### src/rtl/loader_pkg.sv
// loader_pkg: shared state encoding and word/checksum constants for the program loader.
package loader_pkg;
    typedef enum logic [2:0] {ST_LEN, ST_DATA, ST_CSUM, ST_DONE, ST_ERR} state_t;
    localparam int BYTES_PER_WORD = 4;
    localparam int CSUM_W = 32;
endpackage

### src/rtl/byte_packer.sv
// byte_packer: assembles little-endian 32-bit words from a stream of accepted bytes.
module byte_packer
    import loader_pkg::*;
(
    input  logic              clk,
    input  logic              rst,
    input  logic              i_accept,
    input  logic [7:0]        i_byte,
    output logic              o_word_valid,
    output logic [CSUM_W-1:0] o_word
);
    logic [1:0]  r_cnt;
    logic [23:0] r_low;

    // Low three bytes shift in from the top; the fourth byte completes the word combinationally.
    always_ff @(posedge clk) begin
        if (rst) begin
            r_cnt <= '0;
            r_low <= '0;
        end else if (i_accept) begin
            r_cnt <= r_cnt + 2'd1;
            r_low <= {i_byte, r_low[23:8]};
        end
    end

    assign o_word_valid = i_accept && (r_cnt == 2'(BYTES_PER_WORD - 1));
    assign o_word       = {i_byte, r_low};
endmodule

### src/rtl/imem_loader.sv
// imem_loader: loads a length-prefixed, checksummed word image into instruction memory
// and releases the core from reset once the image verifies.
module imem_loader
    import loader_pkg::*;
#(
    parameter int ADDR_W    = 10,
    parameter int MAX_WORDS = 2 ** ADDR_W
) (
    input  logic              clk,
    input  logic              rst,
    input  logic              in_valid,
    input  logic [7:0]        in_data,
    output logic              in_ready,
    output logic              imem_we,
    output logic [ADDR_W-1:0] imem_addr,
    output logic [31:0]       imem_wdata,
    output logic              core_rst,
    output logic              done,
    output logic              error,
    output logic [ADDR_W:0]   words_loaded
);
    state_t              r_state, w_next;
    logic [ADDR_W:0]     r_len;
    logic [CSUM_W-1:0]   r_csum;
    logic                w_accept, w_word_valid, w_len_bad, w_last;
    logic [CSUM_W-1:0]   w_word;

    assign in_ready = (r_state == ST_LEN) || (r_state == ST_DATA) || (r_state == ST_CSUM);
    assign w_accept = in_valid && in_ready;
    assign done     = (r_state == ST_DONE);
    assign error    = (r_state == ST_ERR);
    assign core_rst = (r_state != ST_DONE);

    byte_packer u_packer (
        .clk          (clk),
        .rst          (rst),
        .i_accept     (w_accept),
        .i_byte       (in_data),
        .o_word_valid (w_word_valid),
        .o_word       (w_word)
    );

    assign w_len_bad = (w_word == '0) || (w_word > 32'(MAX_WORDS));
    // words_loaded still holds the count before the write of the word completing now.
    assign w_last    = (words_loaded + 1'b1) == r_len;

    always_comb begin
        w_next = r_state;
        unique case (r_state)
            ST_LEN:  if (w_word_valid) w_next = w_len_bad ? ST_ERR : ST_DATA;
            ST_DATA: if (w_word_valid && w_last) w_next = ST_CSUM;
            ST_CSUM: if (w_word_valid) w_next = (w_word == r_csum) ? ST_DONE : ST_ERR;
            ST_DONE: w_next = ST_DONE;
            ST_ERR:  w_next = ST_ERR;
            default: w_next = ST_ERR;
        endcase
    end

    always_ff @(posedge clk) begin
        if (rst) begin
            r_state      <= ST_LEN;
            r_len        <= '0;
            r_csum       <= '0;
            imem_we      <= 1'b0;
            imem_addr    <= '0;
            imem_wdata   <= '0;
            words_loaded <= '0;
        end else begin
            r_state <= w_next;
            imem_we <= (r_state == ST_DATA) && w_word_valid;
            if ((r_state == ST_LEN) && w_word_valid && !w_len_bad)
                r_len <= w_word[ADDR_W:0];
            if ((r_state == ST_DATA) && w_word_valid) begin
                imem_addr    <= words_loaded[ADDR_W-1:0];
                imem_wdata   <= w_word;
                words_loaded <= words_loaded + 1'b1;
                r_csum       <= r_csum + w_word;
            end
        end
    end
endmodule

### config.mk
export PLATFORM = sky130hd
export DESIGN_NAME = imem_loader
export DESIGN_NICKNAME = d
export VERILOG_FILES = /design/src/rtl/loader_pkg.sv /design/src/rtl/byte_packer.sv /design/src/rtl/imem_loader.sv
export SDC_FILE = /design/constraint.sdc
export NUM_CORES = 1
export LEC_CHECK = 0
export ABC_AREA = 0
export CORE_UTILIZATION = 58
export DETAILED_ROUTE_END_ITERATION = 8
export DONT_BUFFER_PORTS = 1
export GPL_TIMING_DRIVEN = 0
export HOLD_SLACK_MARGIN = 0.12
export PLACE_DENSITY = 0.76
export SLEW_MARGIN = 0
export SYNTH_ARGS = -nofsm -noshare
export SYNTH_HDL_FRONTEND = slang
export SYNTH_HIERARCHICAL = 1
export SYNTH_SLANG_ARGS = --single-unit
### constraint.sdc
create_clock -name clk -period 2.5 [get_ports clk]
set_input_delay 0.75 -clock clk [delete_from_list [all_inputs] [get_ports clk]]
set_output_delay 0.75 -clock clk [all_outputs]
set_load 0.005 [all_outputs]
# --- After elaboration in Yosys (flattened, before gate mapping) ---
# Cells that the tools add are included.
op_classes:
  add_sub_neg: 3
  order_cmp: 1
  eq_ne: 11
  mux: 6
  reduce_logical: 13
op_table:
  columns: ["op", "n"]
  rows:
  - ["$add A32 B32 Y32", 1]
  - ["$eq A32 B32 Y1", 1]
  - ["$gt A32 B11 Y1 const B", 1]
  - ["$logic_not A32 Y1", 1]
  - ["$mux W3", 5]
  - ["$pmux W3 S4", 1]
  - ["$add A11 B1 Y11 const B", 1]
  - ["$eq A11 B11 Y1", 1]
  - ["$eq A3 B2 Y1 const B", 2]
  - ["$logic_and A1 B1 Y1", 6]
  - ["$ne A2 B2 Y1 const B", 2]
  - ["$eq A3 B1 Y1 const B", 1]
  - ["$eq A3 B3 Y1 const B", 1]
  - ["$logic_not A3 Y1", 1]
  - ["$logic_or A1 B1 Y1", 3]
  - ["$ne A3 B2 Y1 const B", 1]
  - ["$reduce_and A3 Y1", 1]
  - ["$add A2 B1 Y2 const B", 1]
  - ["$eq A2 B2 Y1 const B", 1]
  - ["$ne A2 B1 Y1 const B", 1]
  - ["$logic_not A1 Y1", 1]
totals:
  reg_bits: 126
  word_cells: 43

# --- Depth between registers and ports, before layout ---
# Gate-level depths: netlist of the first run.
depth:
  ltp_word: 8
  depth_mapped: 12

# --- Modules after synthesis ---
# Netlist of the first run, hierarchy kept.
by_module_without_submodules:
  columns: ["module", "n_inst", "cells_each", "area_each_um2", "seq_area_each_um2"]
  rows:
  - ["imem_loader", 1, 729, 5688.0, 2001.9]
  - ["byte_packer", 1, 94, 1023.5, 520.5]

# --- Least setup slack after synthesis of the first run ---
# Ideal clock, no wire load.
synth_timing:
  kind: "input-to-reg"
  startpoint: "in in_data[0]"
  endpoint: "reg r_csum[28]"
  setup_ps: 117
  t_arrival_ps: 2496
  slack_ps: -113
  path_stages: 8
  path_buffers: 1
  cell_sequence: "buf_4 -> ha_1 -> nand3_1 -> or4_1 -> o211ai_1 -> o211ai_1 -> xnor2_1 -> a22o_1"
synth_between:
  elab_chain_len: 1
synth_lines:
  columns: ["element", "line_no", "source"]
  rows:
  - ["start: declaration", "imem_loader.sv:12", "input logic [7:0] in_data,"]
  - ["$add A32 B32 Y32", "imem_loader.sv:77", "r_csum <= r_csum + w_word;"]
  - ["end signal: assignment", "imem_loader.sv:77", null]
  - ["end: declaration", "imem_loader.sv:24", "logic [CSUM_W-1:0] r_csum;"]
# Every way passes these cells.
# A chain may end at the register's enable or synchronous reset.

# --- Worst setup path after layout of the first run ---
layout_timing:
  startpoint: "reg u_packer.r_low[4]"
  endpoint: "reg r_csum[31]"
layout_between:
  elab_chain_len: 1
layout_lines:
  columns: ["element", "line_no", "source"]
  rows:
  - ["start: declaration", "byte_packer.sv:13", "logic [23:0] r_low;"]
  - ["start signal: assignment", "byte_packer.sv:22", "r_low <= {i_byte, r_low[23:8]};"]
  - ["$add A32 B32 Y32", "imem_loader.sv:77", null]
# Every way passes these cells.

==> run metrics, run 1 <==
Post-synth EDFFs=0; row cnt=38; clock transition at the registers of the reported paths=0.06 ns; Fillers=860; nets=892; Port Buf Inserts=0; Post-Synth Simple-Gate Area=21.5%; failing checks=setup timing; WL/cell=19.2 um; transition time at the pin with the least slew margin=0.790 ns; Seq/Total Area, Yosys=37.6%; dpl hpwl=13300 um; drt pass-1 iters=6; Syn. warnings=6; antenna-violating nets left=0; gpl congestion=0.890; Final setup viols=1; unrepaired setup endpoints after global routing=yes; total core area=11100 um2; clock skew=0.00760 ns; area grow syn2layout=16.5%; flops & latches, synth=126; Synth Area in Compound Gates=16.9%; Mapped Avg Cell Area=8.15 um2; Final WS setup=-0.0329 ns; max capacitance violation total=0; Worst slew margin=47.3%; Crit Path Class=register to register; Die Area=12000 um2; P per Cell Area=610 nW/um2; Pins Over Slew Limit=0; fmax=395 MHz; die width=110 um; clock latency on the worst-skew pair=0.43 ns; CP endpoint kind=register; hold_ws=0.435 ns; worst vdd ir=0.604 mV; Vert. Die Dim=110 um; Cell Area, Synth=6710 um2; Vias/cell=6.16; antenna cells=0; Arr. time, crit path=2.80 ns; M1 WL=8130 um; total CTS buffers=17; TritonCTS clock tree=yes; Hold Buf Count CTS=0; total track usage=32.9%; Post-synth top flop=dfxtp_1; multiplexer share of the synthesized area=5.82%; number of I/O pins=69; Synth Area in XOR/XNOR=6.79%; Vias=6156; Root Buffer=clkbuf_16; Initial Util=60.6%; Critical Path RT=2.77 ns; DR WL met2=8830 um; final worst-path cycle share=101%; initial antenna violation count=0; Residual DRC=0; critical path peak fanout=5; metal3 WL=1720 um; fraction of final layout cells sized beyond drive strength 1=16.5%; post-synthesis adder-cell area fraction=6.45%; clock sinks=126; post-route core utilization=70.6%; Total Wirelength=19200 um; Post-Synthesis Cells=823; first-pass GRT wire length=29400 um; Post-Place Setup Slack=-0.904 ns; min-delay worst type=primary input to register; largest family of logic cells by synthesized area=simple AND/OR/NAND/NOR gates; Max clock buf depth=2; Cell variety after synth=60; Tmin final=2.53 ns; P_leak=0.00311 uW; highest metal used=met4; post-synth net total=868; Hold Vio Cnt, Final=0; vias in the first global route=5764; largest net degree at the start of global routing=17; grt ovf=0; H-tree Lvls=4; initial drt markers=557; Synth async-reset ratio=0%; status=complete, but fails checks; Startpoint Class=register
[routing by layer]
| layer | track usage [%] | up-vias |
|---|---|---|
| li1 | - | 2896 |
| met1 | 41.1 | 2930 |
| met2 | 52.6 | 280 |
| met3 | 10.8 | 50 |
| met4 | 12.5 | 0 |
| met5 | 0 | - |
[worst paths after layout]
| path | endpoint | slack (ns) | startpoint | depth (start not counted) |
|---|---|---|---|---|
| worst max register to register | r_csum[31] | -0.03 | u_packer/r_low[4] | 10 |
| worst min register to register | r_csum[12] | 0.46 | r_csum[12] | 2 |
| worst max-delay path | r_csum[31] | -0.03 | u_packer/r_low[4] | 10 |
| worst min-delay path | imem_we | 0.43 | rst | 1 |
[metrics by stage]
stage	power [uW]	std cells	TNS [ns]	instance area, um2
floorplan	2280	823	0	6740
global placement	2340	963	-51.55	6920
finish	4770	1000	-0.0329	7820
CTS	4760	1000	-0.00151	7690
detailed placement	2340	963	-58.69	6920
global route	4890	1000	-0.200	7820
[worst max-delay path: stages (launching register included)]
cell	delay (ns)
dfxtp_2	0.41
ha_4	0.24
a21oi_1	0.25
o31a_2	0.26
a21oi_4	0.08
or2_4	0.29
a21oi_4	0.27
o21ai_2	0.13
mux2i_2	0.21
a21o_1	0.17
a21oi_2	0.06
[placed cells by master (no fill, tap or decap), types with 5 or more instances in the layout]
| cell type | synthesis | routed |
|---|---|---|
| a211oi_1 | 9 | 6 |
| buf_2 | 7 | 9 |
| nand2_1 | 155 | 155 |
| a22o_1 | 5 | 5 |
| clkbuf_1 | 30 | 17 |
| o211ai_1 | 5 | 5 |
| a21oi_2 | 4 | 5 |
| dfxtp_2 | 0 | 15 |
| clkbuf_2 | 1 | 10 |
| ha_4 | 0 | 6 |
| nand2b_1 | 5 | 5 |
| a21oi_1 | 92 | 88 |
| dfxtp_1 | 126 | 107 |
| clkbuf_16 | 0 | 17 |
| nand3_1 | 15 | 13 |
| mux2i_1 | 39 | 38 |
| o21ai_0 | 24 | 23 |
| xor2_1 | 23 | 23 |
| nor2_1 | 83 | 82 |
| nand4_1 | 10 | 10 |
| nor3_1 | 9 | 7 |
| ha_1 | 33 | 23 |
| inv_1 | 9 | 9 |
| a21o_1 | 14 | 14 |
| xnor2_1 | 29 | 29 |
| buf_4 | 10 | 20 |
| nor2b_1 | 5 | 5 |
| nor4_1 | 16 | 14 |
[synthesized netlist by cell type, drive strengths merged (2+ instances only)]
cell	n	share of area [%]
a2111oi	3	0.58
a211oi	9	1.0
a21o	14	1.6
a21oi	97	7.6
a22o	5	0.65
a31oi	3	0.28
and2	3	0.28
and3	5	0.47
and3b	2	0.26
buf	24	2.6
clkbuf	31	1.8
dfxtp	126	38
ha	33	6.2
inv	9	0.50
mux2i	39	5.8
nand2	155	8.7
nand2b	5	0.47
nand3	15	1.1
nand3b	4	0.45
nand4	10	0.93
nor2	84	4.7
nor2b	5	0.47
nor3	11	0.97
nor3b	4	0.45
nor4	16	1.5
o211ai	5	0.56
o21a	3	0.34
o21ai	27	2.1
o21bai	5	0.62
o31a	2	0.28
o31ai	4	0.65
or2	3	0.32
xnor2	29	3.8
xor2	23	3.0
[registers in the layout, indices dropped and copies added, names as in the netlist]
signal,flops
words_loaded,11
u_packer/r_low,24
r_csum,32
r_state,3
imem_addr,10
imem_wdata,32
imem_we,1
r_len,11
u_packer/r_cnt,2
[where the power goes]
group	internal (uW)	switching [uW]	total (uW)
combinational	102	155	258
sequential	2030	36.2	2060
clock	1490	959	2450
[layout make-up]
cell class,count,area (um2),share of cell area (%)
well taps,140,175,2.24
flip-flops and latches,126,2560,32.7
repair buffers,9,71.3,0.912
multi-input cells,633,4100,52.4
inverters,9,33.8,0.432
plain buffers,51,304,3.89
clock buffers,19,443,5.66
clock inverters,13,139,1.78
[repair_timing]
item,CTS,global route
resized for setup,46,37
setup endpoints to repair,97,75
pin swaps,7,11
cloned,0,0
setup buffers,6,3
[cells by family after synthesis]
group                    after synthesis
AND/OR/NAND/NOR                      326
AO/OA/AOI/OAI                        182
flip-flops                           126
buffers and inverters                 64
XOR/XNOR                              52
multiplexers                          39
adder cells (fa/ha/maj)               34
No activity file was read; power rests on OpenSTA's default activity.
==> run 2, diff against run 1 <==
--- a/config.mk
+++ b/config.mk
@@ -6,12 +6,12 @@
 export NUM_CORES = 1
 export LEC_CHECK = 0
 export ABC_AREA = 0
-export CORE_UTILIZATION = 58
+export CORE_UTILIZATION = 50
 export DETAILED_ROUTE_END_ITERATION = 8
 export DONT_BUFFER_PORTS = 1
 export GPL_TIMING_DRIVEN = 0
 export HOLD_SLACK_MARGIN = 0.12
-export PLACE_DENSITY = 0.76
+export PLACE_DENSITY = 0.68
 export SLEW_MARGIN = 0
 export SYNTH_ARGS = -nofsm -noshare
 export SYNTH_HDL_FRONTEND = slang
==> run 2 against run 1 <==
Critical endpoint is now r_csum[25]. Design area grew 1.6%. Die area grew 16%. Critical path depth grew 1. Sequential power is essentially flat. Clock-buffer cell count is the same. Clock power grew 5%. Highest routed layer unchanged. The flow now finishes without violations. Sequential cell count is the same.
==> run metrics, run 2 (synthesis results as in run 1) <==
Critical Path RT=2.85 ns (was 2.77 ns); gpl congestion=0.903 (was 0.890); min-delay worst type=primary input to register (unchanged); reg2reg end=r_csum[25] (was r_csum[31]); Tmin final=2.46 ns (was 2.53 ns); Worst Min Path Start=rst (unchanged); Final setup viols=0 (was 1); R2R Setup Slk=0.04 ns (was -0.03 ns); number of cells after detailed placement=995 (was 963); Vert. Die Dim=118 um (was 110 um); Startpoint Class=register (unchanged); nets=896 (was 892); TritonCTS clock tree=yes (unchanged); largest net degree at the start of global routing=17 (unchanged); H-tree Lvls=4 (unchanged); total core area=12900 um2 (was 11100 um2); critical register-to-register path startpoint=u_packer/r_low[3] (was u_packer/r_low[4]); Residual DRC=0 (unchanged); Initial Util=52.1% (was 60.6%); Vias=6119 (was 6156); commonest non-fill, non-tap cell in the layout=nand2_1 (unchanged); total CTS buffers=17 (unchanged); post-route core utilization=61.7% (was 70.6%); grt ovf=0 (unchanged); clock sinks=126 (unchanged); P per Cell Area=616 nW/um2 (was 610 nW/um2); WHS Endpoint=imem_we (unchanged); die width=118 um (was 110 um); Pins Over Slew Limit=0 (unchanged); Arr. time, crit path=2.81 ns (was 2.80 ns); Hold Vio Cnt, Final=0 (unchanged); setup TNS=0 ns (was -0.0329 ns); Port Buf Inserts=0 (unchanged); unrepaired setup endpoints after global routing=yes (unchanged); WL/cell=18.4 um (was 19.2 um); Die Area=13900 um2 (was 12000 um2); P_leak=0.00314 uW (was 0.00311 uW); antenna-violating nets left=0 (unchanged); clock latency on the worst-skew pair=0.43 ns (about the same); CP endpoint kind=register (unchanged); fmax=407 MHz (was 395 MHz); number of I/O pins=69 (unchanged); Crit Path Class=register to register (unchanged); Total Wirelength=19000 um (was 19200 um); worst vdd ir=0.440 mV (was 0.604 mV); Worst slew margin=50.7% (was 47.3%); Root Buffer=clkbuf_16 (unchanged); dpl hpwl=13400 um (was 13300 um); first-pass GRT wire length=29900 um (was 29400 um); worst setup path startpoint=u_packer/r_low[3] (was u_packer/r_low[4]); status=finished, final reports clean (was complete, but fails checks); row cnt=41 (was 38); transition time at the pin with the least slew margin=0.740 ns (was 0.790 ns); clock skew=0.00634 ns (was 0.00760 ns); initial drt markers=436 (was 557); area grow syn2layout=18.4% (was 16.5%); Max clock buf depth=2 (unchanged); vias in the first global route=5694 (was 5764); Vias/cell=5.91 (was 6.16); R2R depth=11 (was 10); antenna cells=0 (unchanged); total track usage=27.6% (was 32.9%); initial antenna violation count=0 (unchanged); clock transition at the registers of the reported paths=0.06 ns (about the same); final worst-path cycle share=98.3% (was 101%); biggest regs=imem_wdata x32, r_csum x32, u_packer/r_low x24 (unchanged); Worst Hold Depth=1 (unchanged); max capacitance violation total=0 (unchanged); Fillers=1111 (was 860); fraction of final layout cells sized beyond drive strength 1=17.0% (was 16.5%); most frequent cells in the layout=nand2_1, dfxtp_1, a21oi_1, nor2_1, mux2i_1 (unchanged); critical path peak fanout=5 (unchanged); Layout Cells excl Fill=1036 (was 1000); drt pass-1 iters=5 (was 6)
==> run 2: worst max-delay path by stage <==
stage | to | slack (ns) | cells after the start
final | r_csum[25] | 0.04 | 11
after global routing | r_csum[20] | -0.06 | 11
after floorplan | r_csum[28] | 0.02 | 8
after detailed placement | imem_wdata[16] | -0.92 | 11
after CTS | r_csum[24] | 0.0003 | 12
after global placement | r_csum[27] | -0.83 | 11
==> run 2: where the power goes <==
part | leakage, uW | internal, uW | switching, uW
Combinational | 0.00181 | 104 | 153
Sequential | 0.00103 | 2030 | 36.7
Clock | 0.000300 | 1620 | 958
==> run 2: through the flow <==
stage                     hold WS [ns]  total power, uW  instance area (um2)  worst slack [ns]
after floorplan                  0.432             2280                 6740            0.0196
after global placement           0.443             2340                 6960            -0.829
after detailed placement         0.450             2340                 6960            -0.923
after CTS                        0.460             4900                 7740          0.000311
after global routing             0.424             5030                 7950           -0.0619
final                            0.431             4900                 7950            0.0421
==> run 2: per-layer routing <==
| layer | GRT usage (%) | share of wire [%] | up-vias |
|---|---|---|---|
| met3 | 5.86 | 7.4 | 34 |
| met1 | 36.9 | 44 | 2935 |
| li1 | - | - | 2909 |
| met4 | 10.6 | 2.2 | 0 |
| met2 | 43.4 | 46 | 241 |
| met5 | 0 | 0 | - |
==> run 2: worst max-delay path, stage by stage, from the launching register on <==
cell	delay, ns
dfxtp_1	0.38
ha_4	0.32
nand2_1	0.07
o31a_2	0.38
a21oi_2	0.23
or2_4	0.18
a21oi_4	0.08
buf_4	0.16
o21ai_0	0.20
xor2_1	0.17
nand2_1	0.07
a21oi_1	0.14
==> run 2: final cells by class <==
cell class	instances	area [um2]	area share, %
plain buffers	52	324	4.08
clock buffers	19	453	5.70
clock inverters	13	160	2.02
inverters	9	33.8	0.425
multi-input cells	633	4120	51.8
flip-flops and latches	126	2550	32.1
well taps	172	215	2.71
repair buffers	12	90.1	1.13
==> run 2: repair_timing <==
item	in CTS	in global routing
endpoints found under the setup margin	97	85
hold buffers	0	0
gates resized for setup	45	47
hold endpoints to repair	0	0
setup buffers	6	6
pin swaps	6	9
==> run 3, diff against run 2 <==
--- a/config.mk
+++ b/config.mk
@@ -6,12 +6,12 @@
 export NUM_CORES = 1
 export LEC_CHECK = 0
 export ABC_AREA = 0
-export CORE_UTILIZATION = 50
+export CORE_UTILIZATION = 43
 export DETAILED_ROUTE_END_ITERATION = 8
 export DONT_BUFFER_PORTS = 1
 export GPL_TIMING_DRIVEN = 0
-export HOLD_SLACK_MARGIN = 0.12
-export PLACE_DENSITY = 0.68
+export HOLD_SLACK_MARGIN = 0.08
+export PLACE_DENSITY = 0.64
 export SLEW_MARGIN = 0
 export SYNTH_ARGS = -nofsm -noshare
 export SYNTH_HDL_FRONTEND = slang
==> run 3 against run 2 <==
Die area is 16% higher. Combinational power barely moved. Clock skew is 0.0070 ns higher. Maximum frequency up 1.5%. Worst hold slack gained 0.0055 ns. Highest routed layer unchanged. Sequential share of layout area about the same. Critical path type unchanged. Critical endpoint is now r_csum[31]. Design area up 0.20%. Largest power group unchanged. Clock-buffer cell count is the same. First-iteration DRC count decreased by 1.1%.
==> run metrics, run 3 (synthesis results as in run 1) <==
area grow syn2layout=18.7% (was 18.4%); initial antenna violation count=0 (unchanged); number of I/O pins=69 (unchanged); antenna-violating nets left=0 (unchanged); Arr. time, crit path=2.78 ns (was 2.81 ns); clock share of power=53.7% (was 52.7%); Final setup viols=0 (unchanged); Layout Cells excl Fill=1050 (was 1036); Hold Vio Cnt, Final=0 (unchanged); Pins Over Slew Limit=0 (unchanged); total CTS buffers=17 (unchanged); most frequent cells in the layout=nand2_1, dfxtp_1, a21oi_1, nor2_1, mux2i_1 (unchanged); Vias/cell=5.60 (was 5.91); Residual DRC=0 (unchanged); dpl hpwl=13400 um (about the same); Port Buf Inserts=0 (unchanged); worst vdd ir=0.542 mV (was 0.440 mV); transition time at the pin with the least slew margin=0.728 ns (was 0.740 ns); min-delay worst type=primary input to register (unchanged); Vert. Die Dim=127 um (was 118 um); die width=127 um (was 118 um); first-pass GRT wire length=29500 um (was 29900 um); gpl congestion=0.843 (was 0.903); internal power component=3850 uW (was 3750 uW); Startpoint Class=register (unchanged); largest net degree at the start of global routing=17 (unchanged); commonest non-fill, non-tap cell in the layout=nand2_1 (unchanged); clock transition at the registers of the reported paths=0.06 ns (about the same); clock latency on the worst-skew pair=0.43 ns (about the same); Hold Buf Count CTS=0 (unchanged); cell mode on critical path=buf_4 (was nand2_1); Worst slew margin=51.5% (was 50.7%); Total Wirelength=18800 um (was 19000 um); status=finished, final reports clean (unchanged); CP endpoint kind=register (unchanged); Logic pwr share=5.1% (was 5.2%); WL/cell=17.9 um (was 18.4 um); Fillers=1388 (was 1111); H-tree Lvls=4 (unchanged); part of the power in registers=41.2% (was 42.1%); critical path peak fanout=10 (was 5); biggest regs=imem_wdata x32, r_csum x32, u_packer/r_low x24 (unchanged); final worst-path cycle share=96.9% (was 98.3%); clock sinks=126 (unchanged); CP max-delay cell=dfxtp_1 (unchanged); fmax=413 MHz (was 407 MHz); Vias=5883 (was 6119); initial drt markers=431 (was 436); antenna cells=0 (unchanged); Root Buffer=clkbuf_16 (unchanged); Net Sw Frac=23.0% (was 23.4%); Critical Path RT=2.85 ns (about the same); Tmin final=2.42 ns (was 2.46 ns); total core area=15200 um2 (was 12900 um2); Cell Chain, Critical Path=a21oi_4 > and2_1 > buf_6 > buf_12 > and2_4 > nand3b_1 > buf_4 > buf_4 > nor3_1 > mux2i_2 > a21o_1 > a21oi_2 (was ha_4 > nand2_1 > o31a_2 > a21oi_2 > or2_4 > a21oi_4 > buf_4 > o21ai_0 > xor2_1 > nand2_1 > a21oi_1); grt ovf=0 (unchanged); total track usage=24.0% (was 27.6%); Crit Path Class=register to register (unchanged); max capacitance violation total=0 (unchanged); Initial Util=44.1% (was 52.1%); row cnt=45 (was 41); fraction of final layout cells sized beyond drive strength 1=16.8% (was 17.0%); vias in the first global route=5448 (was 5694); setup TNS=0 ns (unchanged); drt pass-1 iters=5 (unchanged); Max clock buf depth=2 (unchanged); nets=894 (was 896); max incr delay on CP=0.39 ns (was 0.38 ns); NetSw=1150 uW (about the same); TritonCTS clock tree=yes (unchanged); Die Area=16100 um2 (was 13900 um2); number of cells after detailed placement=1011 (was 995); P per Cell Area=628 nW/um2 (was 616 nW/um2); clock skew=0.0134 ns (was 0.00634 ns); P_leak=0.00314 uW (about the same)
## run 3: changes by cell type in the layout (fill, tap and decap cells not counted), sizes merged
cell    before  now
buf         34   33
bufinv       3    4
clkbuf      49   48
clkinv       5    7
inv         12    9
## run 3: per-layer routing
metal | global-route usage, % | routed length (um) | vias up
li1 | - | - | 2897
met1 | 32.6 | 9020 | 2793
met2 | 37.4 | 8460 | 173
met3 | 5.78 | 1050 | 20
met4 | 7.14 | 247 | 0
met5 | 0 | 0 | -
## run 3: final cells by class
cell class | count | area [um2] | area share, %
Tap cell | 188 | 235 | 2.95
Timing Repair Buffer | 11 | 86.3 | 1.08
Sequential cell | 126 | 2560 | 32.1
Buffer | 51 | 308 | 3.86
Clock buffer | 19 | 453 | 5.69
Multi-Input combinational cell | 633 | 4100 | 51.5
Clock inverter | 13 | 189 | 2.37
Inverter | 9 | 33.8 | 0.424
## run 3: path summary, 6_finish.rpt
path,start,slack [ns],to,cells after the start
setup / recovery,r_state[2],0.08,r_csum[31],12
hold / removal,rst,0.44,imem_we,1
setup reg to reg,r_state[2],0.08,r_csum[31],12
hold reg to reg,r_csum[29],0.46,r_csum[29],2
## run 3: power groups by stage
stage	Sequential [uW]	Combinational (uW)	Clock, uW
floorplan	2090	188	0
global placement	2110	240	0
detailed placement	2110	240	0
CTS	2060	246	2710
global route	2060	277	2800
finish	2060	254	2690
## run 3: timing repair
action	in CTS	in global routing
setup buffers	5	6
resized for setup	39	48
pin swaps	4	13
setup endpoints to repair	92	28
## run 3: worst max-delay path, delay by kind of cell, from the launching register on
| kind | cells | cell delay (ns) |
|---|---|---|
| flops | 1 | 0.39 |
| mux | 1 | 0.12 |
| buf+inv | 4 | 0.63 |
| compound gates | 3 | 0.50 |
| simple gates | 4 | 0.72 |
## run 3: per-stage QoR
| stage | hold WS (ns) | setup WS, ns | utilization (%) | cell area, um2 | power [uW] |
|---|---|---|---|---|---|
| floorplan | 0.432 | 0.0196 | - | 6740 | 2280 |
| global placement | 0.446 | -1.05 | 45.9 | 6980 | 2350 |
| detailed placement | 0.451 | -1.05 | 45.9 | 6980 | 2350 |
| CTS | 0.420 | 0.00647 | 51.1 | 7760 | 5020 |
| global route | 0.423 | -0.00359 | 52.4 | 7960 | 5150 |
| finish | 0.437 | 0.0776 | 52.4 | 7960 | 5000 |
